===== config.mk =====
export PLATFORM = sky130hd
export DESIGN_NAME = alu_op_scheduler_flat
export DESIGN_NICKNAME = d
export VERILOG_FILES = /design/src/rtl/alu_op_scheduler_if.sv /design/src/rtl/alu_op_scheduler.sv /design/src/flat_wrapper.sv
export SDC_FILE = /design/constraint.sdc
export NUM_CORES = 1
export LEC_CHECK = 0
export ABC_AREA = 1
export BUFFER_PORTS_ARGS = -buffer_cell sky130_fd_sc_hd__buf_2
export CORE_MARGIN = 3
export CORE_UTILIZATION = 48
export CTS_BUF_LIST = sky130_fd_sc_hd__clkbuf_2 sky130_fd_sc_hd__clkbuf_4 sky130_fd_sc_hd__clkbuf_8
export CTS_CLUSTER_SIZE = 16
export DETAILED_ROUTE_END_ITERATION = 16
export PLACE_DENSITY = 0.79
export SLEW_MARGIN = 0
export SYNTH_ARGS = -nofsm -noshare
export SYNTH_HDL_FRONTEND = slang
export SYNTH_SLANG_ARGS = --single-unit
export TNS_END_PERCENT = 20

===== constraint.sdc =====
create_clock -name clk -period 2.36 [get_ports clk]
set_input_delay 0.118 -clock clk [delete_from_list [all_inputs] [get_ports clk]]
set_output_delay 0.118 -clock clk [all_outputs]
set_load 0.1 [all_outputs]

===== src/rtl/alu_op_scheduler_if.sv =====
// alu_op_scheduler_if: request (req/req_ack with op and operands), response (rsp valid/ready, id, data, err) and datapath (alu_sel/a/b, alu_out) signals; slave = scheduler, master = requesters plus datapath
interface alu_op_scheduler_if #(
  parameter int NREQ = 4,
  parameter int IDW  = 2
);
  logic [NREQ-1:0]   req;
  logic [NREQ-1:0]   req_ack;
  logic [2*NREQ-1:0] req_op;
  logic [4*NREQ-1:0] req_a;
  logic [4*NREQ-1:0] req_b;
  logic              rsp_valid;
  logic              rsp_ready;
  logic [IDW-1:0]    rsp_id;
  logic [7:0]        rsp_data;
  logic              rsp_err;
  logic [3:0]        alu_a;
  logic [3:0]        alu_b;
  logic [3:0]        alu_sel;
  logic [7:0]        alu_out;
  logic              busy;
  modport master (
    output req, req_op, req_a, req_b, rsp_ready, alu_out,
    input  req_ack, rsp_valid, rsp_id, rsp_data, rsp_err, alu_a, alu_b, alu_sel, busy
  );
  modport slave (
    input  req, req_op, req_a, req_b, rsp_ready, alu_out,
    output req_ack, rsp_valid, rsp_id, rsp_data, rsp_err, alu_a, alu_b, alu_sel, busy
  );
endinterface


===== src/rtl/alu_op_scheduler.sv =====
// alu_op_scheduler: round-robin share of a 2-cycle one-hot ALU among NREQ requesters; ports clk, rst (async active-low), bus (req/ack in, rsp valid/ready out, alu sel/operands out, alu_out in, busy)
module alu_op_scheduler #(
  parameter int NREQ = 4,
  parameter int IDW  = 2
) (
  input logic clk,
  input logic rst,
  alu_op_scheduler_if.slave bus
);
  typedef enum logic [2:0] {IDLE, ISS0, ISS1, CAPT, RESP} state_t;
  state_t         state;
  logic [IDW-1:0] ptr;
  logic [IDW-1:0] id;
  logic [IDW-1:0] hi;
  logic [IDW-1:0] lo;
  logic           hi_vld;
  logic [IDW-1:0] gnt;
  logic           gnt_vld;
  logic [1:0]     g_op;
  logic [3:0]     g_a;
  logic [3:0]     g_b;
  logic           div0;
  always_comb begin
    hi_vld = 1'b0;
    hi = '0;
    lo = '0;
    for (int i = NREQ - 1; i >= 0; i--) begin
      if (bus.req[i]) lo = IDW'(i);
      if (bus.req[i] && IDW'(i) >= ptr) begin
        hi_vld = 1'b1;
        hi = IDW'(i);
      end
    end
  end
  assign gnt_vld = |bus.req;
  assign gnt = hi_vld ? hi : lo;
  assign g_op = bus.req_op[{gnt, 1'b0} +: 2];
  assign g_a = bus.req_a[{gnt, 2'b00} +: 4];
  assign g_b = bus.req_b[{gnt, 2'b00} +: 4];
  assign div0 = g_op == 2'b10 && g_b == 4'd0;
  assign bus.req_ack = (rst && state == IDLE && gnt_vld) ? NREQ'(1) << gnt : '0;
  assign bus.rsp_id = id;
  always_ff @(posedge clk or negedge rst) begin
    if (!rst) begin
      state <= IDLE;
      ptr <= '0;
      id <= '0;
      bus.rsp_valid <= 1'b0;
      bus.rsp_data <= '0;
      bus.rsp_err <= 1'b0;
      bus.alu_sel <= '0;
      bus.alu_a <= '0;
      bus.alu_b <= '0;
      bus.busy <= 1'b0;
    end else begin
      case (state)
        IDLE: if (gnt_vld) begin
          id <= gnt;
          ptr <= (gnt == IDW'(NREQ - 1)) ? '0 : gnt + 1'b1;
          bus.busy <= 1'b1;
          if (div0) begin
            state <= RESP;
            bus.rsp_valid <= 1'b1;
            bus.rsp_data <= 8'hFF;
            bus.rsp_err <= 1'b1;
          end else begin
            state <= ISS0;
            bus.alu_sel <= 4'b1000 >> g_op;
            bus.alu_a <= g_a;
            bus.alu_b <= g_b;
          end
        end
        ISS0: state <= ISS1;
        ISS1: begin
          state <= CAPT;
          bus.alu_sel <= '0;
          bus.alu_a <= '0;
          bus.alu_b <= '0;
        end
        CAPT: begin
          state <= RESP;
          bus.rsp_data <= bus.alu_out;
          bus.rsp_err <= 1'b0;
          bus.rsp_valid <= 1'b1;
        end
        RESP: if (bus.rsp_ready) begin
          state <= IDLE;
          bus.rsp_valid <= 1'b0;
          bus.busy <= 1'b0;
        end
        default: state <= IDLE;
      endcase
    end
  end
endmodule


===== src/flat_wrapper.sv =====
// flat-port wrapper written by rule: the top's interface ports become plain ports
module alu_op_scheduler_flat 
#(
  parameter int NREQ = 4,
  parameter int IDW  = 2
)
  (clk, rst, bus_req, bus_req_op, bus_req_a, bus_req_b, bus_rsp_ready, bus_alu_out, bus_req_ack, bus_rsp_valid, bus_rsp_id, bus_rsp_data, bus_rsp_err, bus_alu_a, bus_alu_b, bus_alu_sel, bus_busy);
  alu_op_scheduler_if #(.NREQ(NREQ), .IDW(IDW)) bus_i ();
  input logic clk;
  input logic rst;
  input wire logic [$bits(bus_i.req)-1:0] bus_req;
  input wire logic [$bits(bus_i.req_op)-1:0] bus_req_op;
  input wire logic [$bits(bus_i.req_a)-1:0] bus_req_a;
  input wire logic [$bits(bus_i.req_b)-1:0] bus_req_b;
  input wire logic [$bits(bus_i.rsp_ready)-1:0] bus_rsp_ready;
  input wire logic [$bits(bus_i.alu_out)-1:0] bus_alu_out;
  output wire logic [$bits(bus_i.req_ack)-1:0] bus_req_ack;
  output wire logic [$bits(bus_i.rsp_valid)-1:0] bus_rsp_valid;
  output wire logic [$bits(bus_i.rsp_id)-1:0] bus_rsp_id;
  output wire logic [$bits(bus_i.rsp_data)-1:0] bus_rsp_data;
  output wire logic [$bits(bus_i.rsp_err)-1:0] bus_rsp_err;
  output wire logic [$bits(bus_i.alu_a)-1:0] bus_alu_a;
  output wire logic [$bits(bus_i.alu_b)-1:0] bus_alu_b;
  output wire logic [$bits(bus_i.alu_sel)-1:0] bus_alu_sel;
  output wire logic [$bits(bus_i.busy)-1:0] bus_busy;
  assign bus_i.req = bus_req;
  assign bus_i.req_op = bus_req_op;
  assign bus_i.req_a = bus_req_a;
  assign bus_i.req_b = bus_req_b;
  assign bus_i.rsp_ready = bus_rsp_ready;
  assign bus_i.alu_out = bus_alu_out;
  assign bus_req_ack = bus_i.req_ack;
  assign bus_rsp_valid = bus_i.rsp_valid;
  assign bus_rsp_id = bus_i.rsp_id;
  assign bus_rsp_data = bus_i.rsp_data;
  assign bus_rsp_err = bus_i.rsp_err;
  assign bus_alu_a = bus_i.alu_a;
  assign bus_alu_b = bus_i.alu_b;
  assign bus_alu_sel = bus_i.alu_sel;
  assign bus_busy = bus_i.busy;
  alu_op_scheduler #(.NREQ(NREQ), .IDW(IDW)) u_core (.clk(clk), .rst(rst), .bus(bus_i));
endmodule

==> impl_metrics.env, run 1 <==
export IMPL_status="complete, no violations"
export IMPL_core_region_area_um2=3720
export IMPL_finalClockSkew_ns=0.00517
export IMPL_aggregate_routed_wire_length_mm=4.96
export IMPL_achievable_frequency_ghz=0.450
export IMPL_timing_final_hold_violations=0
export IMPL_period_needed_ns=2.22
export IMPL_critPathRequiredTime_ns=2.24
export IMPL_post_synth_num_cell_types=22
export IMPL_yosys_register_bits=30
export IMPL_synthAdderAreaFrac_pct=2.65
export IMPL_path_max_fanout=14
export IMPL_postSynth_topFlopCell="sky130_fd_sc_hd__dfrtp_1"
export IMPL_num_antenna_cells=0
export IMPL_critical_path_endpoint="bus_req_ack[2]"
export IMPL_vias=2056
export IMPL_clock_root_buffer="sky130_fd_sc_hd__clkbuf_8"
export IMPL_timing_critical_path_from_type="flop"
export IMPL_wl_per_cell_um=11.9
export IMPL_worst_r2r_startpoint="u_core.ptr[1]"
export IMPL_drcViolationCount=0
export IMPL_grt_max_degree=31
export IMPL_area_fraction_in_compound_gates_after_synthesis_pct=8.16
export IMPL_number_of_global_route_vias_before_repair=1855
export IMPL_placement_rows=22
export IMPL_design_final_nets=428
export IMPL_viasPerCell=4.92
export IMPL_min_path_cells=2
export IMPL_worst_setup_path_type="flop to primary output"
export IMPL_dpl_instance_area_um2=2410
export IMPL_die_w_um=68.7
export IMPL_drtAntennaViolNets=0
export IMPL_placer_congestion_estimate=0.829
export IMPL_grt_antenna_before_repair=0
export IMPL_dr_first_iter_drc_count=116
export IMPL_critPathSlowestCell="sky130_fd_sc_hd__dfrtp_1"
export IMPL_post_syn_nets=337
export IMPL_combinational_family_with_the_most_area_after_synthesis="simple AND/OR/NAND/NOR gates"
export IMPL_synth_area_leader_cell="sky130_fd_sc_hd__dfrtp_1"
export IMPL_final_design_area_no_fill_um2=2640
export IMPL_vert_die_dim_um=68.7
export IMPL_synth_async_sr_flop_share_pct=100
export IMPL_rsz_0062_raised_after_global_routing="no"
export IMPL_floorplan_die_area_um2=4720
export IMPL_holdCritPathClass="input port to flop"
export IMPL_cp_slowest_stage_delay_ns=0.42
export IMPL_placement_io_buffers=83
export IMPL_tritoncts_clock_tree="built"
export IMPL_crit_chain="nand2_1 > nand2_1 > o21a_1 > nand2_2 > buf_4 > ha_1 > inv_1 > nor2_4 > buf_12"
export IMPL_dp_hpwl_mm=3.82
export IMPL_fraction_of_final_layout_cells_sized_beyond_drive_strength_1_pct=31.9
export IMPL_clkSinkCount=30
export IMPL_groute_usage_overall_pct=21.6
export IMPL_post_synth_xor_area_fraction_pct=0
export IMPL_crit_start="u_core.ptr[1]"
export IMPL_htree_levels=2
export IMPL_start_util_pct=50.7
export IMPL_synth_edf_count=0
export IMPL_finalNonFillerCells=418
export IMPL_dpl_cell_count=405
export IMPL_simple_logic_cell_fraction_of_the_synthesized_area_pct=37.2
export IMPL_slew_limit_headroom_pct=67.2
export IMPL_critical_path_arrival_ns=2.10
export IMPL_synth_area_per_cell_um2=6.78
export IMPL_grt_pass1_wl_mm=7.64
export IMPL_netlist_area_um2=1890
export IMPL_ys_warn_count=0
export IMPL_final_max_slew_viol_count=0
export IMPL_flop_to_flop_setup_slack_ns=0.20
export IMPL_clock_pin_slew_on_the_worst_setup_and_hold_paths_ns=0.06
export IMPL_yosysSeqAreaShare_pct=39.8
export IMPL_tightest_slew_ns=0.495
export IMPL_crit_reg2reg_capture="u_core.bus.alu_a[0]"
export IMPL_yosys_top_cells_area="sky130_fd_sc_hd__dfrtp_1, sky130_fd_sc_hd__nand2_1, sky130_fd_sc_hd__nand3_1"
export IMPL_finalCritPeriodShare_pct=94.1
export IMPL_r2r_worst_path_cells=14
export IMPL_area_growth_syn_to_layout_pct=39.9
export IMPL_finalSetupViolCount=0
export IMPL_cell_repeated_most_along_the_worst_path="sky130_fd_sc_hd__nand2_1"
export IMPL_firstDrtPassIters=4
export IMPL_top_level_ports=84
export IMPL_top_cell_type_s_share_of_synthesized_area_pct=39.8
export IMPL_setup_worst_path_end_class="primary output"
export IMPL_largest_buffer_count_on_any_clock_path=2
export IMPL_tritoncts_num_buffers=5
export IMPL_number_of_max_capacitance_violations_reported=0
export IMPL_mostFrequentLayoutCell="sky130_fd_sc_hd__nand2_1"
export IMPL_clkLatencyLatePin_ns=0.27
export IMPL_grt_remaining_overflow=0
export IMPL_fin_util_pct=71.0
export IMPL_synthCells=278
export IMPL_synth_mux_area_share_pct=0
export IMPL_layout_cells_most_common_list="sky130_fd_sc_hd__nand2_1, sky130_fd_sc_hd__buf_2, sky130_fd_sc_hd__inv_1"
-- final cells by class --
type	count	area (µm²)
tap	48	60.1
clock buffer	6	82.6
sequential	30	751
clock inverter	2	60.1
multi-input combinational	196	963
timing repair buffer	93	553
fill	322	1080
inverter	43	168
-- critical path: cells and delay by family (launching register included) --
family / cells / cell delay, ns
AND/OR/NAND/NOR: 4 / 0.60
buffers and inverters: 3 / 0.46
adder cells (fa/ha/maj): 1 / 0.15
flip-flops: 1 / 0.42
AO/OA/AOI/OAI: 1 / 0.20
-- how the worst min path moves through the flow --
stage / start / to / slack [ns]
floorplan: rst / u_core.bus.alu_a[0] / -0.18
global placement: rst / u_core.bus.rsp_id[0] / 0.16
detailed placement: rst / u_core.bus.rsp_id[1] / 0.16
CTS: bus_rsp_ready / u_core.state[2] / 0.05
global route: bus_rsp_ready / u_core.state[2] / 0.08
finish: bus_rsp_ready / u_core.state[2] / 0.07
-- logic make-up (layout without fill, tap and decap cells) --
kind of cell,count (synthesis),count (layout)
AND/OR/NAND/NOR,164,165
flip-flops,30,30
buffers and inverters,53,144
AO/OA/AOI/OAI,27,27
adder cells (fa/ha/maj),4,4
-- per-layer routing --
metal / global-route usage, % / share of wire, % / vias up
met3: 5.67 / 8.6 / 6
met2: 38.0 / 50 / 80
met1: 25.6 / 41 / 921
met5: 0 / 0 / -
met4: 6.20 / 1.3 / 0
li1: - / - / 1049
-- registers in the layout (all words and copies together), names as in the netlist --
register and count:
u_core.bus.alu_b 4, u_core.bus.rsp_valid 1, u_core.bus.alu_sel 4, u_core.bus.rsp_id 2, u_core.ptr 2, u_core.bus.rsp_data 8
u_core.state 3, u_core.bus.alu_a 4, u_core.bus.rsp_err 1, u_core.bus.busy 1
-- Yosys cell counts (3+ instances only) --
library cell and number:
sky130_fd_sc_hd__o21ai_0 4, sky130_fd_sc_hd__nand3_1 37, sky130_fd_sc_hd__nor3_1 3, sky130_fd_sc_hd__nand2_1 85
sky130_fd_sc_hd__nand2_2 4, sky130_fd_sc_hd__dfrtp_1 30, sky130_fd_sc_hd__nor2_1 29, sky130_fd_sc_hd__inv_1 41
sky130_fd_sc_hd__ha_1 4, sky130_fd_sc_hd__nand3b_1 4, sky130_fd_sc_hd__a31oi_1 4, sky130_fd_sc_hd__buf_4 3
sky130_fd_sc_hd__buf_2 4, sky130_fd_sc_hd__a21oi_1 15
-- per-stage QoR --
| stage | TNS [ns] | hold slack (ns) | setup WS [ns] |
|---|---|---|---|
| 4_1_cts | 0 | 0.0520 | 0.0306 |
| 3_5_place_dp | 0 | 0.158 | 0.200 |
| 2_1_floorplan | -0.154 | -0.178 | -0.0438 |
| 6_report | 0 | 0.0674 | 0.139 |
| 5_1_grt | 0 | 0.0824 | 0.00560 |
| 3_3_place_gp | 0 | 0.155 | 0.284 |
-- what timing repair did --
item | in CTS | in global routing
endpoints found under the setup margin | 4 | 18
endpoints found under the hold margin | 30 | 0
gates resized for setup | 2 | 12
pin swaps | 0 | 2
hold buffers | 1 | 0
cloned | 0 | 1
buffers inserted | 0 | 3
Power of run 1 is left out: the tool's default activity adds up to more than one toggle a clock period on the data nets, which glitch-free logic cannot reach.
==> inputs of run 2 (changes only) <==
CAP_MARGIN = 25   (was unset)
GPL_TIMING_DRIVEN = 0   (was unset)
==> impl_metrics.env, run 2 (synthesized netlist as in run 1, its figures left out) <==
export IMPL_status="complete, no violations"
export IMPL_vert_die_dim_um=68.7
export IMPL_number_of_max_capacitance_violations_reported=0
export IMPL_wl_per_cell_um=11.4
export IMPL_critPathTopFamily="buffers and inverters"
export IMPL_clkSinkCount=30
export IMPL_htree_levels=2
export IMPL_cp_slowest_stage_delay_ns=0.41
export IMPL_crit_chain="nor2_1 > o21a_1 > nand2_2 > buf_6 > buf_8 > clkinv_4 > ha_1 > inv_1 > nor2_2 > buf_6"
export IMPL_critical_path_arrival_ns=2.10
export IMPL_setup_worst_path_end_class="primary output"
export IMPL_clock_root_buffer="sky130_fd_sc_hd__clkbuf_8"
export IMPL_rsz_0062_raised_after_global_routing="yes"
export IMPL_critPathRequiredTime_ns=2.24
export IMPL_placer_congestion_estimate=0.869
export IMPL_aggregate_routed_wire_length_mm=4.80
export IMPL_grt_pass1_wl_mm=7.70
export IMPL_tritoncts_clock_tree="built"
export IMPL_largest_register_ffs=8
export IMPL_worst_setup_path_type="flop to primary output"
export IMPL_vias=2094
export IMPL_top_level_ports=84
export IMPL_layout_cells_most_common_list="sky130_fd_sc_hd__nand2_1, sky130_fd_sc_hd__buf_2, sky130_fd_sc_hd__inv_1"
export IMPL_final_design_area_no_fill_um2=2600
export IMPL_mostFrequentLayoutCell="sky130_fd_sc_hd__nand2_1"
export IMPL_area_growth_syn_to_layout_pct=37.9
export IMPL_viasPerCell=4.96
export IMPL_finalClockSkew_ns=0.00453
export IMPL_period_needed_ns=2.22
export IMPL_largest_buffer_count_on_any_clock_path=2
export IMPL_grt_remaining_overflow=0
export IMPL_largest_register="u_core.bus.rsp_data"
export IMPL_dr_first_iter_drc_count=113
export IMPL_finalSetupViolCount=0
export IMPL_placement_io_buffers=83
export IMPL_cell_repeated_most_along_the_worst_path="sky130_fd_sc_hd__buf_6"
export IMPL_path_max_fanout=11
export IMPL_achievable_frequency_ghz=0.451
export IMPL_critPathSlowestCell="sky130_fd_sc_hd__dfrtp_1"
export IMPL_firstDrtPassIters=4
export IMPL_tightest_slew_ns=0.689
export IMPL_slew_limit_headroom_pct=54.0
export IMPL_core_region_area_um2=3720
export IMPL_holdCritPathClass="input port to flop"
export IMPL_detailedPlace_worstSlack_ns=-0.0922
export IMPL_timing_critical_path_from_type="flop"
export IMPL_start_util_pct=50.7
export IMPL_dpl_instance_area_um2=2370
export IMPL_fraction_of_final_layout_cells_sized_beyond_drive_strength_1_pct=32.4
export IMPL_drtAntennaViolNets=0
export IMPL_die_w_um=68.7
export IMPL_placement_rows=22
export IMPL_drcViolationCount=0
export IMPL_worst_path_buf_inv=5
export IMPL_clkLatencyLatePin_ns=0.27
export IMPL_grt_max_degree=32
export IMPL_floorplan_die_area_um2=4720
export IMPL_fin_util_pct=70.0
export IMPL_timing_final_hold_violations=0
export IMPL_fillers=334
export IMPL_design_final_nets=432
export IMPL_number_of_global_route_vias_before_repair=1830
export IMPL_grt_antenna_before_repair=0
export IMPL_num_antenna_cells=0
export IMPL_dp_hpwl_mm=3.73
export IMPL_groute_usage_overall_pct=21.8
export IMPL_clock_pin_slew_on_the_worst_setup_and_hold_paths_ns=0.06
export IMPL_final_setup_worst_slack_ns=0.145
export IMPL_final_max_slew_viol_count=0
export IMPL_tritoncts_num_buffers=5
export IMPL_finalCritPeriodShare_pct=93.9
## run 2: tightest hold or removal path, stage by stage
cell                      delay (ns)
sky130_fd_sc_hd__buf_2          0.07
sky130_fd_sc_hd__nor2_1         0.03
sky130_fd_sc_hd__a21oi_1        0.10
## run 2: final cells by class
type	count	area (µm²)	share of cell area (%)
flip-flops and latches	30	751	28.9
inverters	43	166	6.40
multi-input cells	195	943	36.3
clock inverters	1	5.00	0.192
plain buffers	10	82.6	3.18
well taps	48	60.1	2.31
clock buffers	7	90.1	3.46
repair buffers	88	502	19.3
## run 2: per-stage QoR
stage / cells / hold slack (ns) / TNS [ns]
after floorplan: 278 / -0.178 / -0.154
after global placement: 409 / 0.188 / -0.0921
after detailed placement: 409 / 0.189 / -0.332
after CTS: 419 / 0.0888 / 0
after global routing: 422 / 0.109 / -0.200
final: 422 / 0.0970 / 0
## run 2: layer usage
metal / wire [µm] / track usage [%] / up-vias
li1: - / - / 1056
met1: 2040 / 27.6 / 963
met2: 2450 / 37.2 / 73
met3: 307 / 4.70 / 2
met4: 13 / 5.96 / 0
met5: 0 / 0 / -
## run 2: timing repair
action / CTS / global route
hold buffers: 1 / 0
resized for setup: 14 / 14
gates cloned: 0 / 0
hold endpoints to repair: 30 / 0
endpoints found under the setup margin: 4 / 22
pin swaps: 1 / 4
buffers inserted: 1 / 3
## run 2: final timing paths
| kind | end | cells after the start | startpoint | slack, ns |
|---|---|---|---|---|
| hold reg to reg | u_core.bus.rsp_valid | 2 | u_core.bus.rsp_valid | 0.46 |
| min in group asynchronous | u_core.bus.rsp_id[1] | 2 | rst | 0.42 |
| setup reg to reg | u_core.bus.alu_a[2] | 13 | u_core.ptr[1] | 0.20 |
| hold / removal | u_core.bus.rsp_data[0] | 3 | bus_alu_out[0] | 0.1 |
| max in group asynchronous | u_core.bus.rsp_data[3] | 2 | rst | 1.49 |
| setup / recovery | bus_req_ack[1] | 10 | u_core.ptr[1] | 0.14 |
Power of run 2 is left out for the same reason.
